### config.mk
export PLATFORM = sky130hd
export DESIGN_NAME = alu_seq
export DESIGN_NICKNAME = d
export VERILOG_FILES = /design/src/rtl/alu_seq.sv
export SDC_FILE = /design/constraint.sdc
export NUM_CORES = 1
export LEC_CHECK = 0
export ABC_AREA = 1
export ABC_CLOCK_PERIOD_IN_PS = 3300
export CELL_PAD_IN_SITES_DETAIL_PLACEMENT = 0
export CELL_PAD_IN_SITES_GLOBAL_PLACEMENT = 1
export CORE_MARGIN = 2
export CORE_UTILIZATION = 40
export DETAILED_ROUTE_END_ITERATION = 10
export DONT_BUFFER_PORTS = 1
export GPL_TIMING_DRIVEN = 0
export PLACE_DENSITY = 0.83
export SYNTH_ARGS = -nofsm -noshare
export SYNTH_HDL_FRONTEND = slang
export SYNTH_SLANG_ARGS = --single-unit
### constraint.sdc
create_clock -name clk -period 3.3 [get_ports clk]
set_input_delay 0.66 -clock clk [delete_from_list [all_inputs] [get_ports clk]]
set_output_delay 0.66 -clock clk [all_outputs]
set_load 0.1 [all_outputs]
### src/rtl/alu_seq.sv
`default_nettype none
// ============================================================================
// Module     : alu_seq
// Description: Registered WIDTH-bit ALU with 8 ops, an iterative shift-add
//              multiplier and a start/busy/done handshake.
// Revision   : 1.0 - initial release
// ============================================================================
module alu_seq #(
    parameter int WIDTH  = 16,
    parameter bit MUL_EN = 1'b1
) (
    input  logic             clk,
    input  logic             reset,
    input  logic             start,
    input  logic [2:0]       alu_op,
    input  logic [WIDTH-1:0] val_A,
    input  logic [WIDTH-1:0] val_B,
    output logic             busy,
    output logic             done,
    output logic [WIDTH-1:0] alu_out,
    output logic             Z,
    output logic             N,
    output logic             V
);

    localparam int SHW = $clog2(WIDTH);
    localparam int CW  = $clog2(WIDTH);

    localparam logic [2:0] OP_ADD = 3'b000;
    localparam logic [2:0] OP_SUB = 3'b001;
    localparam logic [2:0] OP_AND = 3'b010;
    localparam logic [2:0] OP_NOT = 3'b011;
    localparam logic [2:0] OP_OR  = 3'b100;
    localparam logic [2:0] OP_XOR = 3'b101;
    localparam logic [2:0] OP_LSL = 3'b110;
    localparam logic [2:0] OP_MUL = 3'b111;

    localparam logic [CW-1:0] LAST_STEP = CW'(WIDTH - 1);

    typedef enum logic [0:0] {
        ST_IDLE = 1'b0,
        ST_MUL  = 1'b1
    } state_t;

    state_t               state_q, state_d;
    logic [2*WIDTH-1:0]   acc_q, acc_d;
    logic [2*WIDTH-1:0]   mcand_q, mcand_d;
    logic [WIDTH-1:0]     mplier_q, mplier_d;
    logic [CW-1:0]        count_q, count_d;
    logic [WIDTH-1:0]     out_q, out_d;
    logic                 z_q, z_d;
    logic                 n_q, n_d;
    logic                 v_q, v_d;
    logic                 done_q, done_d;

    logic                 mul_sel;
    logic [WIDTH-1:0]     single_res;
    logic                 single_v;
    logic [2*WIDTH-1:0]   mul_step;

    generate
        if (MUL_EN) begin : g_mul_on
            assign mul_sel = (alu_op == OP_MUL);
        end else begin : g_mul_off
            assign mul_sel = 1'b0;
        end
    endgenerate

    // Single-cycle datapath; op 111 lands in default (result 0) when the multiplier is disabled.
    always_comb begin
        single_res = '0;
        single_v   = 1'b0;
        case (alu_op)
            OP_ADD: begin
                single_res = val_A + val_B;
                single_v   = (val_A[WIDTH-1] == val_B[WIDTH-1]) &&
                             (single_res[WIDTH-1] != val_A[WIDTH-1]);
            end
            OP_SUB: begin
                single_res = val_A - val_B;
                single_v   = (val_A[WIDTH-1] != val_B[WIDTH-1]) &&
                             (single_res[WIDTH-1] != val_A[WIDTH-1]);
            end
            OP_AND:  single_res = val_A & val_B;
            OP_NOT:  single_res = ~val_B;
            OP_OR:   single_res = val_A | val_B;
            OP_XOR:  single_res = val_A ^ val_B;
            OP_LSL:  single_res = val_A << val_B[SHW-1:0];
            default: single_res = '0;
        endcase
    end

    // Multiplicand shifts left and multiplier right, so each step only inspects bit 0.
    assign mul_step = acc_q + (mplier_q[0] ? mcand_q : {2*WIDTH{1'b0}});

    always_comb begin
        state_d  = state_q;
        acc_d    = acc_q;
        mcand_d  = mcand_q;
        mplier_d = mplier_q;
        count_d  = count_q;
        out_d    = out_q;
        z_d      = z_q;
        n_d      = n_q;
        v_d      = v_q;
        done_d   = 1'b0;
        case (state_q)
            ST_IDLE: begin
                if (start) begin
                    if (mul_sel) begin
                        state_d  = ST_MUL;
                        acc_d    = '0;
                        mcand_d  = {{WIDTH{1'b0}}, val_A};
                        mplier_d = val_B;
                        count_d  = '0;
                    end else begin
                        out_d  = single_res;
                        z_d    = (single_res == '0);
                        n_d    = single_res[WIDTH-1];
                        v_d    = single_v;
                        done_d = 1'b1;
                    end
                end
            end
            ST_MUL: begin
                acc_d    = mul_step;
                mcand_d  = mcand_q << 1;
                mplier_d = mplier_q >> 1;
                count_d  = count_q + CW'(1);
                if (count_q == LAST_STEP) begin
                    state_d = ST_IDLE;
                    count_d = '0;
                    out_d   = mul_step[WIDTH-1:0];
                    z_d     = (mul_step[WIDTH-1:0] == '0);
                    n_d     = mul_step[WIDTH-1];
                    v_d     = |mul_step[2*WIDTH-1:WIDTH];
                    done_d  = 1'b1;
                end
            end
            default: state_d = ST_IDLE;
        endcase
    end

    always_ff @(posedge clk) begin
        if (reset) begin
            state_q  <= ST_IDLE;
            acc_q    <= '0;
            mcand_q  <= '0;
            mplier_q <= '0;
            count_q  <= '0;
            out_q    <= '0;
            z_q      <= 1'b0;
            n_q      <= 1'b0;
            v_q      <= 1'b0;
            done_q   <= 1'b0;
        end else begin
            state_q  <= state_d;
            acc_q    <= acc_d;
            mcand_q  <= mcand_d;
            mplier_q <= mplier_d;
            count_q  <= count_d;
            out_q    <= out_d;
            z_q      <= z_d;
            n_q      <= n_d;
            v_q      <= v_d;
            done_q   <= done_d;
        end
    end

    assign busy    = (state_q == ST_MUL);
    assign done    = done_q;
    assign alu_out = out_q;
    assign Z       = z_q;
    assign N       = n_q;
    assign V       = v_q;

endmodule
`default_nettype wire

==> impl_metrics.ini <==
[run_status]
status = complete, no violations

[placed_design]
port-buffer-count = 0
dp.cells = 2079
dpl.hpwl_um = 29100
gp_congestion = 0.937
post-place-ws_ps = -275

[grt]
grt_use_total = 0.269
grt_max_degree = 18
met1_usage = 0.344
grtUsageMet3 = 0.0424
grt.overflow.total = 0
grt_pass1_vias = 10300
grt-busiest-layer = met2
groute.layer.met2.usage = 0.466
grt_pass1_wl_um = 55400
antenna_found_initial = 0

[power_and_ir_drop]
clkPwrFrac = 0.343
p_int_w = 0.00211
finalPower_w = 0.00330
p_seq_frac = 0.444
p_per_area_nw_per_um2 = 307
p_sw_frac = 0.361
leakage_nw = 5.45
peakVddDrop_mv = 0.202
combPwrFrac = 0.213
switching_power_w = 0.00119

[synth]
synth_area_leader_cell = nand2_1
synth-seq-cells = 104
ys_types = 42
synth_edf_count = 0
yosysWarnings = 0
synth.avg_cell_area_um2 = 5.70
synth_seq_area_share = 0.208
synth_area_leaders = nand2_1, dfxtp_1, ha_1
yosysMostFrequentCell = nand2_1
synthDominantCellAreaShare = 0.245
synth_flop_cell = dfxtp_1
synthArstFlopShare = 0
synth_common_cells = nand2_1, inv_1, nor2_1, nand3_1, a21oi_1
syn_inst = 1755
synthesis.nets = 1879
netlist_area_um2 = 10000

[setup_path]
crit_chain = clkbuf_1 > nand2_1 > inv_1 > ha_1 > nand2_1 > nor2_1 > inv_1 > nor2_1 > and2_1 > nand2_1 > nand3_1 > nand2_1 > nor2_1 > nand2_1 > nor2_1 > nand2_1 > nand2_1 > nand3_1 > nand2_1 > inv_1
critPathLaunch = mplier_q[0]
startpoint_type = flip-flop
cpPeakStageDelay_ps = 420
path_common_cell = nand2_1
crit_arrival_ps = 3320
crit_slowest_cell = dfxtp_2
worst_setup_path_end_kind = flip-flop
r2r_slack_ps = 240
r2r-end = V
crit_type = flip-flop to flip-flop
crit_buf_inv = 4
cp.required_ps = 3560
path_delay_family = simple AND/OR/NAND/NOR gates
endpoint = V
crit_path_max_fanout = 10
r2r_start = mplier_q[0]
worstRegToRegCells = 20
cp.depth = 20

[timing]
rsz0062_at_grt = no
maxSlewViolCount = 0
fin_skew_ps = 13.1
worst_pin_slew_ps = 1070
timing.fmax_mhz = 327
finalSetupTns_ps = 0
finalSetupViolCount = 0
finalWorstSetupSlack_ps = 242
min_period_over_period = 0.927
hold_violations = 0
period_needed_ps = 3060
relSlewSlack = 0.283

[route]
viasPerCell = 5.21
drt_pass1_iterations = 5
num_vias = 10900
routed_wl_um = 35100
drc = 0
ant_nets = 0
wl_per_cell_um = 16.7
drt_iter0_drc = 798

[floorplan]
die_y_um = 162
rows = 57
io_pins = 59
die_x_um = 162
core-area_um2 = 24500
start_util = 0.409
design.die.area_um2 = 26300

[hold_path]
hold_path_class = primary input to flip-flop
min_from = val_B[3]

[clocking]
clk_latency_ps = 360
clock_sinks = 104
cts-root-buf = clkbuf_16
clockBufferDepth = 2
cts_max_level = 3
clk_pin_slew_ps = 70
holdBufCountCts = 0
cts_tree = built
cts-buffers-inserted = 9

[finish]
multi_input_area_um2 = 6630
regArea_um2 = 2080
post_route_cells_drive_above_1_share = 0.0395
area_growth_pct = 7.37
final_cells = 2096
n_fill_cell = 2718
n_antenna_cell = 0
layout.nets = 1891

[run]
cap_viol_max_count = 0
==> area by class of cell <==
cell class                      count  share of cell area
Multi-Input combinational cell   1327               0.617
Sequential cell                   104               0.194
Inverter                          259              0.0911
Tap cell                          324              0.0377
Buffer                             63              0.0291
Clock buffer                       11              0.0226
Clock inverter                      5             0.00594
Timing Repair Buffer                3             0.00210
==> how the worst min path moves through the flow <==
stage / end / slack (ps) / cells past startpoint
2_1_floorplan: count_q[3] / 440 / 2
3_3_place_gp: count_q[3] / 450 / 2
3_5_place_dp: count_q[3] / 460 / 2
4_1_cts: mplier_q[10] / 450 / 2
5_1_grt: mplier_q[11] / 450 / 2
6_report: mplier_q[3] / 460 / 2
==> flip-flops by register name, indices dropped and copies added (netlist names) <==
signal,cells
count_q,4
alu_out,16
mcand_q,32
V,1
mplier_q,16
done,1
acc_q,32
Z,1
busy,1
==> metal layers <==
metal | part of all wire | wire length, µm
met5 | 0 | 0
met2 | 0.47 | 16400
met3 | 0.066 | 2320
met4 | 0.029 | 1030
met1 | 0.44 | 15300
==> cells in the final DEF (no fill, tap or decap), types with 8 or more instances in the layout <==
master     count
a21oi_1      105
a31oi_1       47
and2_1         8
buf_2         18
clkbuf_1      35
clkbuf_16      9
dfxtp_1      103
ha_1          83
inv_1        251
nand2_1      653
nand3_1      112
nand4_1       20
nor2_1       137
nor3_1        15
o21ai_0       62
o21ai_1        8
o22ai_1       19
xor2_1        10
==> kinds of logic (layout without fill, tap and decap cells) <==
logic type      Yosys count  in the layout  synth area share
mux                       3              3           0.00300
flops                   104            104             0.208
xor+xnor                 17             17            0.0149
simple gates            967            967             0.396
fa+ha+maj                86             86             0.110
buf+inv                 324            341             0.129
compound gates          254            254             0.139
==> what timing repair did <==
item,CTS,global route
setup buffers,0,3
gates cloned,0,0
gates resized for setup,1,6
setup endpoints to repair,1,2
==> per-stage QoR <==
step	hold slack [ps]	util	instance area [µm²]
6_report	459	0.439	10700
5_1_grt	451	0.439	10700
4_1_cts	454	0.438	10700
3_5_place_dp	457	0.426	10400
3_3_place_gp	451	0.426	10400
2_1_floorplan	441	-	10000
==> power by group through the flow <==
stage	Clock, W	Sequential (W)	Combinational (W)
detailed placement	0	0.00149	0.000688
global route	0.00119	0.00147	0.000785
CTS	0.00114	0.00146	0.000691
global placement	0	0.00149	0.000682
finish	0.00113	0.00147	0.000705
floorplan	0	0.00148	0.000497
Power figures use the tool's default switching activity.
